[src/rtl/bayer_stream_tx_if.sv]
// Bundles the signals between the RGB pixel source, the Bayer transmitter and
// the processing pipeline.
//   Upstream RGB side : iValid, iR, iG, iB (source -> tx), oReady (tx -> source)
//   Downstream Bayer  : oNewFrame, oValid, oData, oDone, oXCnt, oYCnt, oFrameCnt
// master = the environment (pixel source and Bayer sink); slave = the transmitter.
interface bayer_stream_tx_if;
  localparam int unsigned DW = 8;
  localparam int unsigned CW = 16;

  logic          iValid;
  logic [DW-1:0] iR;
  logic [DW-1:0] iG;
  logic [DW-1:0] iB;
  logic          oReady;

  logic          oNewFrame;
  logic          oValid;
  logic [DW-1:0] oData;
  logic          oDone;
  logic [CW-1:0] oXCnt;
  logic [CW-1:0] oYCnt;
  logic [CW-1:0] oFrameCnt;

  modport master (
    output iValid, iR, iG, iB,
    input  oReady, oNewFrame, oValid, oData, oDone, oXCnt, oYCnt, oFrameCnt
  );

  modport slave (
    input  iValid, iR, iG, iB,
    output oReady, oNewFrame, oValid, oData, oDone, oXCnt, oYCnt, oFrameCnt
  );
endinterface

[src/rtl/bayer_stream_tx.sv]
// Converts a full-RGB pixel stream into a sensor-like raw 8-bit Bayer mosaic
// stream with frame/line framing, horizontal and vertical blanking and an
// end-of-frame pulse.
// Ports:
//   clk      clock
//   reset    synchronous, active-high
//   iEnable  allows a new frame to start (sampled in IDLE and at frame end)
//   io_bus   slave side of bayer_stream_tx_if (RGB in, Bayer out)
// oReady is a decode of the state register; all other outputs are registered.
module bayer_stream_tx #(
  parameter int unsigned width   = 1920,
  parameter int unsigned height  = 1080,
  parameter int unsigned hBlank  = 16,
  parameter int unsigned vBlank  = 64,
  parameter int unsigned pattern = 0
) (
  input  logic                  clk,
  input  logic                  reset,
  input  logic                  iEnable,
  bayer_stream_tx_if.slave      io_bus
);

  localparam int unsigned DW = 8;
  localparam int unsigned CW = 16;

  localparam logic [1:0] S_IDLE   = 2'd0;
  localparam logic [1:0] S_VBLANK = 2'd1;
  localparam logic [1:0] S_ACTIVE = 2'd2;
  localparam logic [1:0] S_HBLANK = 2'd3;

  localparam logic [CW-1:0] X_LAST = CW'(width - 1);
  localparam logic [CW-1:0] Y_LAST = CW'(height - 1);
  localparam logic [CW-1:0] V_LAST = CW'(vBlank - 1);
  // HBLANK is never entered when hBlank is 0, so its terminal value is moot then
  localparam logic [CW-1:0] H_LAST = CW'((hBlank == 0) ? 0 : hBlank - 1);
  localparam logic [1:0]    PAT    = 2'(pattern);

  logic [1:0]    r_state;
  logic [1:0]    w_next_state;
  logic [CW-1:0] r_blank_cnt;
  logic [CW-1:0] w_blank_cnt_next;
  logic [CW-1:0] r_x;
  logic [CW-1:0] r_y;
  logic          w_accept;
  logic          w_last_col;
  logic          w_last_row;
  logic          w_frame_end;
  logic          w_new_frame;
  logic          w_px;
  logic          w_py;
  logic [DW-1:0] w_data;

  logic          r_new_frame;
  logic          r_valid;
  logic [DW-1:0] r_data;
  logic          r_done;
  logic [CW-1:0] r_xcnt;
  logic [CW-1:0] r_ycnt;
  logic [CW-1:0] r_frame_cnt;

  assign w_accept    = (r_state == S_ACTIVE) && io_bus.iValid;
  assign w_last_col  = (r_x == X_LAST);
  assign w_last_row  = (r_y == Y_LAST);
  assign w_frame_end = w_accept && w_last_col && w_last_row;

  // State register
  always_ff @(posedge clk) begin
    if (reset) begin
      r_state     <= S_IDLE;
      r_blank_cnt <= '0;
    end else begin
      r_state     <= w_next_state;
      r_blank_cnt <= w_blank_cnt_next;
    end
  end

  // Next state and blanking count; the count is zero on entry to any blanking state
  always_comb begin
    w_next_state     = r_state;
    w_blank_cnt_next = '0;
    case (r_state)
      S_IDLE: begin
        if (iEnable) w_next_state = S_VBLANK;
      end
      S_VBLANK: begin
        if (r_blank_cnt == V_LAST) w_next_state = S_ACTIVE;
        else                       w_blank_cnt_next = r_blank_cnt + CW'(1);
      end
      S_ACTIVE: begin
        if (w_accept && w_last_col) begin
          if (!w_last_row) w_next_state = (hBlank == 0) ? S_ACTIVE : S_HBLANK;
          else             w_next_state = iEnable ? S_VBLANK : S_IDLE;
        end
      end
      S_HBLANK: begin
        if (r_blank_cnt == H_LAST) w_next_state = S_ACTIVE;
        else                       w_blank_cnt_next = r_blank_cnt + CW'(1);
      end
      default: w_next_state = S_IDLE;
    endcase
  end

  // Look ahead one cycle so the registered pulse lands on the last VBLANK cycle
  assign w_new_frame = (w_next_state == S_VBLANK) && (w_blank_cnt_next == V_LAST);

  // CFA colour select
  assign w_px = r_x[0] ^ PAT[0];
  assign w_py = r_y[0] ^ PAT[1];

  always_comb begin
    w_data = io_bus.iG;
    case ({w_py, w_px})
      2'b00:   w_data = io_bus.iR;
      2'b11:   w_data = io_bus.iB;
      default: w_data = io_bus.iG;
    endcase
  end

  // Pixel position; wraps to the origin at frame end
  always_ff @(posedge clk) begin
    if (reset) begin
      r_x <= '0;
      r_y <= '0;
    end else if (w_accept) begin
      if (w_last_col) begin
        r_x <= '0;
        r_y <= w_last_row ? '0 : r_y + CW'(1);
      end else begin
        r_x <= r_x + CW'(1);
      end
    end
  end

  // Output register, one cycle after accept
  always_ff @(posedge clk) begin
    if (reset) begin
      r_new_frame <= 1'b0;
      r_valid     <= 1'b0;
      r_data      <= '0;
      r_done      <= 1'b0;
      r_xcnt      <= '0;
      r_ycnt      <= '0;
      r_frame_cnt <= '0;
    end else begin
      r_new_frame <= w_new_frame;
      r_valid     <= w_accept;
      r_data      <= w_accept ? w_data : '0;
      r_done      <= w_frame_end;
      if (w_accept) begin
        r_xcnt <= r_x;
        r_ycnt <= r_y;
      end
      if (w_frame_end) r_frame_cnt <= r_frame_cnt + CW'(1);
    end
  end

  assign io_bus.oReady    = (r_state == S_ACTIVE);
  assign io_bus.oNewFrame = r_new_frame;
  assign io_bus.oValid    = r_valid;
  assign io_bus.oData     = r_data;
  assign io_bus.oDone     = r_done;
  assign io_bus.oXCnt     = r_xcnt;
  assign io_bus.oYCnt     = r_ycnt;
  assign io_bus.oFrameCnt = r_frame_cnt;

endmodule

[src/flat_wrapper.sv]
// flat-port wrapper written by rule: the top's interface ports become plain ports
module bayer_stream_tx_flat 
#(
  parameter int unsigned width   = 1920,
  parameter int unsigned height  = 1080,
  parameter int unsigned hBlank  = 16,
  parameter int unsigned vBlank  = 64,
  parameter int unsigned pattern = 0
)
  (clk, reset, iEnable, io_bus_iValid, io_bus_iR, io_bus_iG, io_bus_iB, io_bus_oReady, io_bus_oNewFrame, io_bus_oValid, io_bus_oData, io_bus_oDone, io_bus_oXCnt, io_bus_oYCnt, io_bus_oFrameCnt);
  bayer_stream_tx_if io_bus_i ();
  input  logic clk;
  input  logic reset;
  input  logic iEnable;
  input wire logic [$bits(io_bus_i.iValid)-1:0] io_bus_iValid;
  input wire logic [$bits(io_bus_i.iR)-1:0] io_bus_iR;
  input wire logic [$bits(io_bus_i.iG)-1:0] io_bus_iG;
  input wire logic [$bits(io_bus_i.iB)-1:0] io_bus_iB;
  output wire logic [$bits(io_bus_i.oReady)-1:0] io_bus_oReady;
  output wire logic [$bits(io_bus_i.oNewFrame)-1:0] io_bus_oNewFrame;
  output wire logic [$bits(io_bus_i.oValid)-1:0] io_bus_oValid;
  output wire logic [$bits(io_bus_i.oData)-1:0] io_bus_oData;
  output wire logic [$bits(io_bus_i.oDone)-1:0] io_bus_oDone;
  output wire logic [$bits(io_bus_i.oXCnt)-1:0] io_bus_oXCnt;
  output wire logic [$bits(io_bus_i.oYCnt)-1:0] io_bus_oYCnt;
  output wire logic [$bits(io_bus_i.oFrameCnt)-1:0] io_bus_oFrameCnt;
  assign io_bus_i.iValid = io_bus_iValid;
  assign io_bus_i.iR = io_bus_iR;
  assign io_bus_i.iG = io_bus_iG;
  assign io_bus_i.iB = io_bus_iB;
  assign io_bus_oReady = io_bus_i.oReady;
  assign io_bus_oNewFrame = io_bus_i.oNewFrame;
  assign io_bus_oValid = io_bus_i.oValid;
  assign io_bus_oData = io_bus_i.oData;
  assign io_bus_oDone = io_bus_i.oDone;
  assign io_bus_oXCnt = io_bus_i.oXCnt;
  assign io_bus_oYCnt = io_bus_i.oYCnt;
  assign io_bus_oFrameCnt = io_bus_i.oFrameCnt;
  bayer_stream_tx #(.width(width), .height(height), .hBlank(hBlank), .vBlank(vBlank), .pattern(pattern)) u_core (.clk(clk), .reset(reset), .iEnable(iEnable), .io_bus(io_bus_i));
endmodule
[config.mk]
export PLATFORM = sky130hd
export DESIGN_NAME = bayer_stream_tx_flat
export DESIGN_NICKNAME = d
export VERILOG_FILES = /design/src/rtl/bayer_stream_tx_if.sv /design/src/rtl/bayer_stream_tx.sv /design/src/flat_wrapper.sv
export SDC_FILE = /design/constraint.sdc
export NUM_CORES = 1
export LEC_CHECK = 0
export CAP_MARGIN = 20
export CORE_UTILIZATION = 45
export CTS_CLUSTER_DIAMETER = 40
export DETAILED_ROUTE_END_ITERATION = 10
export HOLD_SLACK_MARGIN = 0.12
export PLACE_DENSITY = 0.79
export SLEW_MARGIN = 20
export SYNTH_ARGS = -nofsm -noshare
export SYNTH_HDL_FRONTEND = slang
export SYNTH_SLANG_ARGS = --single-unit
[constraint.sdc]
create_clock -name clk -period 2.8 [get_ports clk]
set_input_delay 0.56 -clock clk [delete_from_list [all_inputs] [get_ports clk]]
set_output_delay 0.56 -clock clk [all_outputs]
set_load 0.05 [all_outputs]
==> results.ini <==
[floorplan]
core_um2=10500
die_x_um=107
rows=37
die_y_um=107
ios=88
start_util=0.471
die-area_um2=11400

[cts]
cts_tree=yes
clk_pin_slew_ns=0.12
cts_hold_buf=0
cts.repair.resized=0
post_cts_buffers=0
root_buffer=clkbuf_8
cts_buffer_depth=2
htreeDepth=3
clock_sinks=109
cts_buffers=9
clock_latency_ns=0.39

[routing]
routed_wl_mm=11.4
vias_per_cell=5.47
dr_total_vias=4458
drc=0
ant_nets=0
drt_iter0_drc=211
first_pass_iters=4
wire_per_inst_um=14.0

[synth]
yosysSeqAreaShare=0.443
synth_nets=638
synth_ff_type=dfxtp_1
synthCells=604
avgSynthCellArea_um2=8.16
synth_edf_count=0
ys_ff_latch=109
yosys_warnings=0
syn_area_um2=4930
synth_cell_types=51
synth-async-reset-ratio=0

[cells_and_area]
final_core_util=0.582
final_layout_size_suffix_gt1_frac=0.0589
final_common_cell=dfxtp_1
fin_nets=708
num_antenna_cells=0
layout_common_cells=dfxtp_1, nand2_1, clkdlybuf4s50_1
area_growth_pct=23.5

[global_route]
grt_pass1_wl_mm=18.9
grt_pass1_vias=4105
gr-usage-all-layers=0.207
antenna_found_initial=0
overflow=0
grt_max_degree=40

[sta]
layout_min_cycle_time_ns=2.56
rsz0062_at_grt=no
final.setup.worst_slack_ns=0.240
maxSlewViolCount=0
worstMarginPinSlew_ns=0.587
setup_viol=0
max_slew_margin=0.608
max_freq_ghz=0.391
finalHoldViolCount=0
min_period_over_period=0.914
setup-tns-final_ns=0
clock_skew_ns=0.0179

[worst_hold_path]
hold_depth=2
hp-start=u_core.io_bus.oYCnt[13]
hp-class=reg2reg
whs_endpoint=u_core.io_bus.oYCnt[13]

[place]
place.gp.congestion=0.841
post-place-ws_ns=0.304
io_buffers=87
dp_hpwl_mm=8.34

[critical_path]
crit_type=reg2reg
reg2regPathDepth=7
cp.required_ns=3.12
cp-start-kind=flip-flop
worst_setup_path_end_kind=flip-flop
rr_endpoint=u_core.r_y[13]
r2r_start=u_core.r_x[1]
crit_path_max_fanout=12
crit_arrival_ns=2.88
rrSetupSlack_ns=0.24

[power_and_ir_drop]
ir_drop_mv=0.262
finalPower_uw=2550
power_density_nw_per_um2=419
p_leak_uw=0.00204

[outcome]
status=finished, final reports clean

[job]
cap_violations=0

[synth_stat cells, types with 3 or more instances]
cell type | instances | share of area
dfxtp_1 | 109 | 0.44
nand2_1 | 91 | 0.069
nor2_1 | 78 | 0.059
a21oi_1 | 50 | 0.051
clkbuf_1 | 32 | 0.024
xnor2_1 | 27 | 0.048
nand3_1 | 26 | 0.026
nor4_1 | 20 | 0.025
xor2_1 | 18 | 0.032
nand4_1 | 17 | 0.022
inv_1 | 15 | 0.011
nor3_1 | 11 | 0.011
o21ai_0 | 9 | 0.0091
a22oi_1 | 8 | 0.012
or3_1 | 8 | 0.010
and4_1 | 7 | 0.012
nor2b_1 | 7 | 0.0089
ha_1 | 6 | 0.015
a211oi_1 | 5 | 0.0076
and3_1 | 5 | 0.0063
or4_1 | 5 | 0.0076
mux2_2 | 4 | 0.0091
and4b_1 | 3 | 0.0061
buf_1 | 3 | 0.0023
o31ai_1 | 3 | 0.0046
[where the power goes]
part	internal [uW]	switching, uW
registers	1550	3.69
logic	45.6	39.4
clock network	343	570
total	1940	613
[cell families (layout without fill, tap and decap cells)]
family / count (synthesis) / after routing / share of synthesized area
AOI/OAI and AO/OA: 88 / 88 / 0.105
xor gates and xnor gates: 45 / 45 / 0.0799
adders and majority gates: 6 / 6 / 0.0152
buffers and inverters: 54 / 129 / 0.0447
DFF: 109 / 109 / 0.443
muxes: 6 / 6 / 0.0132
and+or+nand+nor: 296 / 296 / 0.299
[through the flow]
| stage | area, um^2 | hold slack [ns] | instances |
|---|---|---|---|
| 3_5_place_dp | 5900 | 0.448 | 799 |
| 5_1_grt | 6090 | 0.482 | 815 |
| 4_1_cts | 6090 | 0.463 | 815 |
| 2_1_floorplan | 4930 | 0.441 | 604 |
| 3_3_place_gp | 5900 | 0.446 | 799 |
| 6_report | 6090 | 0.462 | 815 |
[state kept, by name, indices dropped and copies added, names as in the netlist]
name,cells
u_core.io_bus.oData,8
u_core.io_bus.oDone,1
u_core.io_bus.oFrameCnt,16
u_core.io_bus.oNewFrame,1
u_core.io_bus.oValid,1
u_core.io_bus.oXCnt,16
u_core.io_bus.oYCnt,16
u_core.r_blank_cnt,16
u_core.r_state,2
u_core.r_x,16
u_core.r_y,16
[critical path, cell delays in order, from the launching register on]
cell and delay, ns:
dfxtp_1 0.41, ha_1 0.29, nor4b_1 0.39, nand4_1 0.24
buf_4 0.24, or3_1 0.37, or4_1 0.40, a21oi_1 0.14
[how the worst max path moves through the flow]
stage,slack (ns),to,from
CTS,0.27,u_core.r_y[13],u_core.r_x[1]
global route,0.04,u_core.io_bus.oNewFrame,u_core.r_x[1]
detailed placement,0.30,u_core.r_y[13],io_bus_iValid
floorplan,0.51,u_core.io_bus.oFrameCnt[9],u_core.r_x[0]
finish,0.24,u_core.r_y[13],u_core.r_x[1]
global placement,0.32,u_core.r_y[13],io_bus_iValid
[layer usage]
layer / track usage / share of wire / vias up
li1: - / - / 2223
met1: 0.262 / 0.45 / 2100
met2: 0.342 / 0.47 / 119
met3: 0.0365 / 0.058 / 16
met4: 0.0998 / 0.022 / 0
met5: 0 / 0 / -
[final cells by class]
| class | instances | area (um^2) |
|---|---|---|
| multi-input cells | 441 | 2530 |
| fillers | 945 | 4370 |
| inverters | 15 | 56.3 |
| clock buffers | 9 | 124 |
| clock inverters | 7 | 68.8 |
| repair buffers | 98 | 961 |
| well taps | 136 | 170 |
| flip-flops and latches | 109 | 2180 |
(Power assumes the default switching activity.)
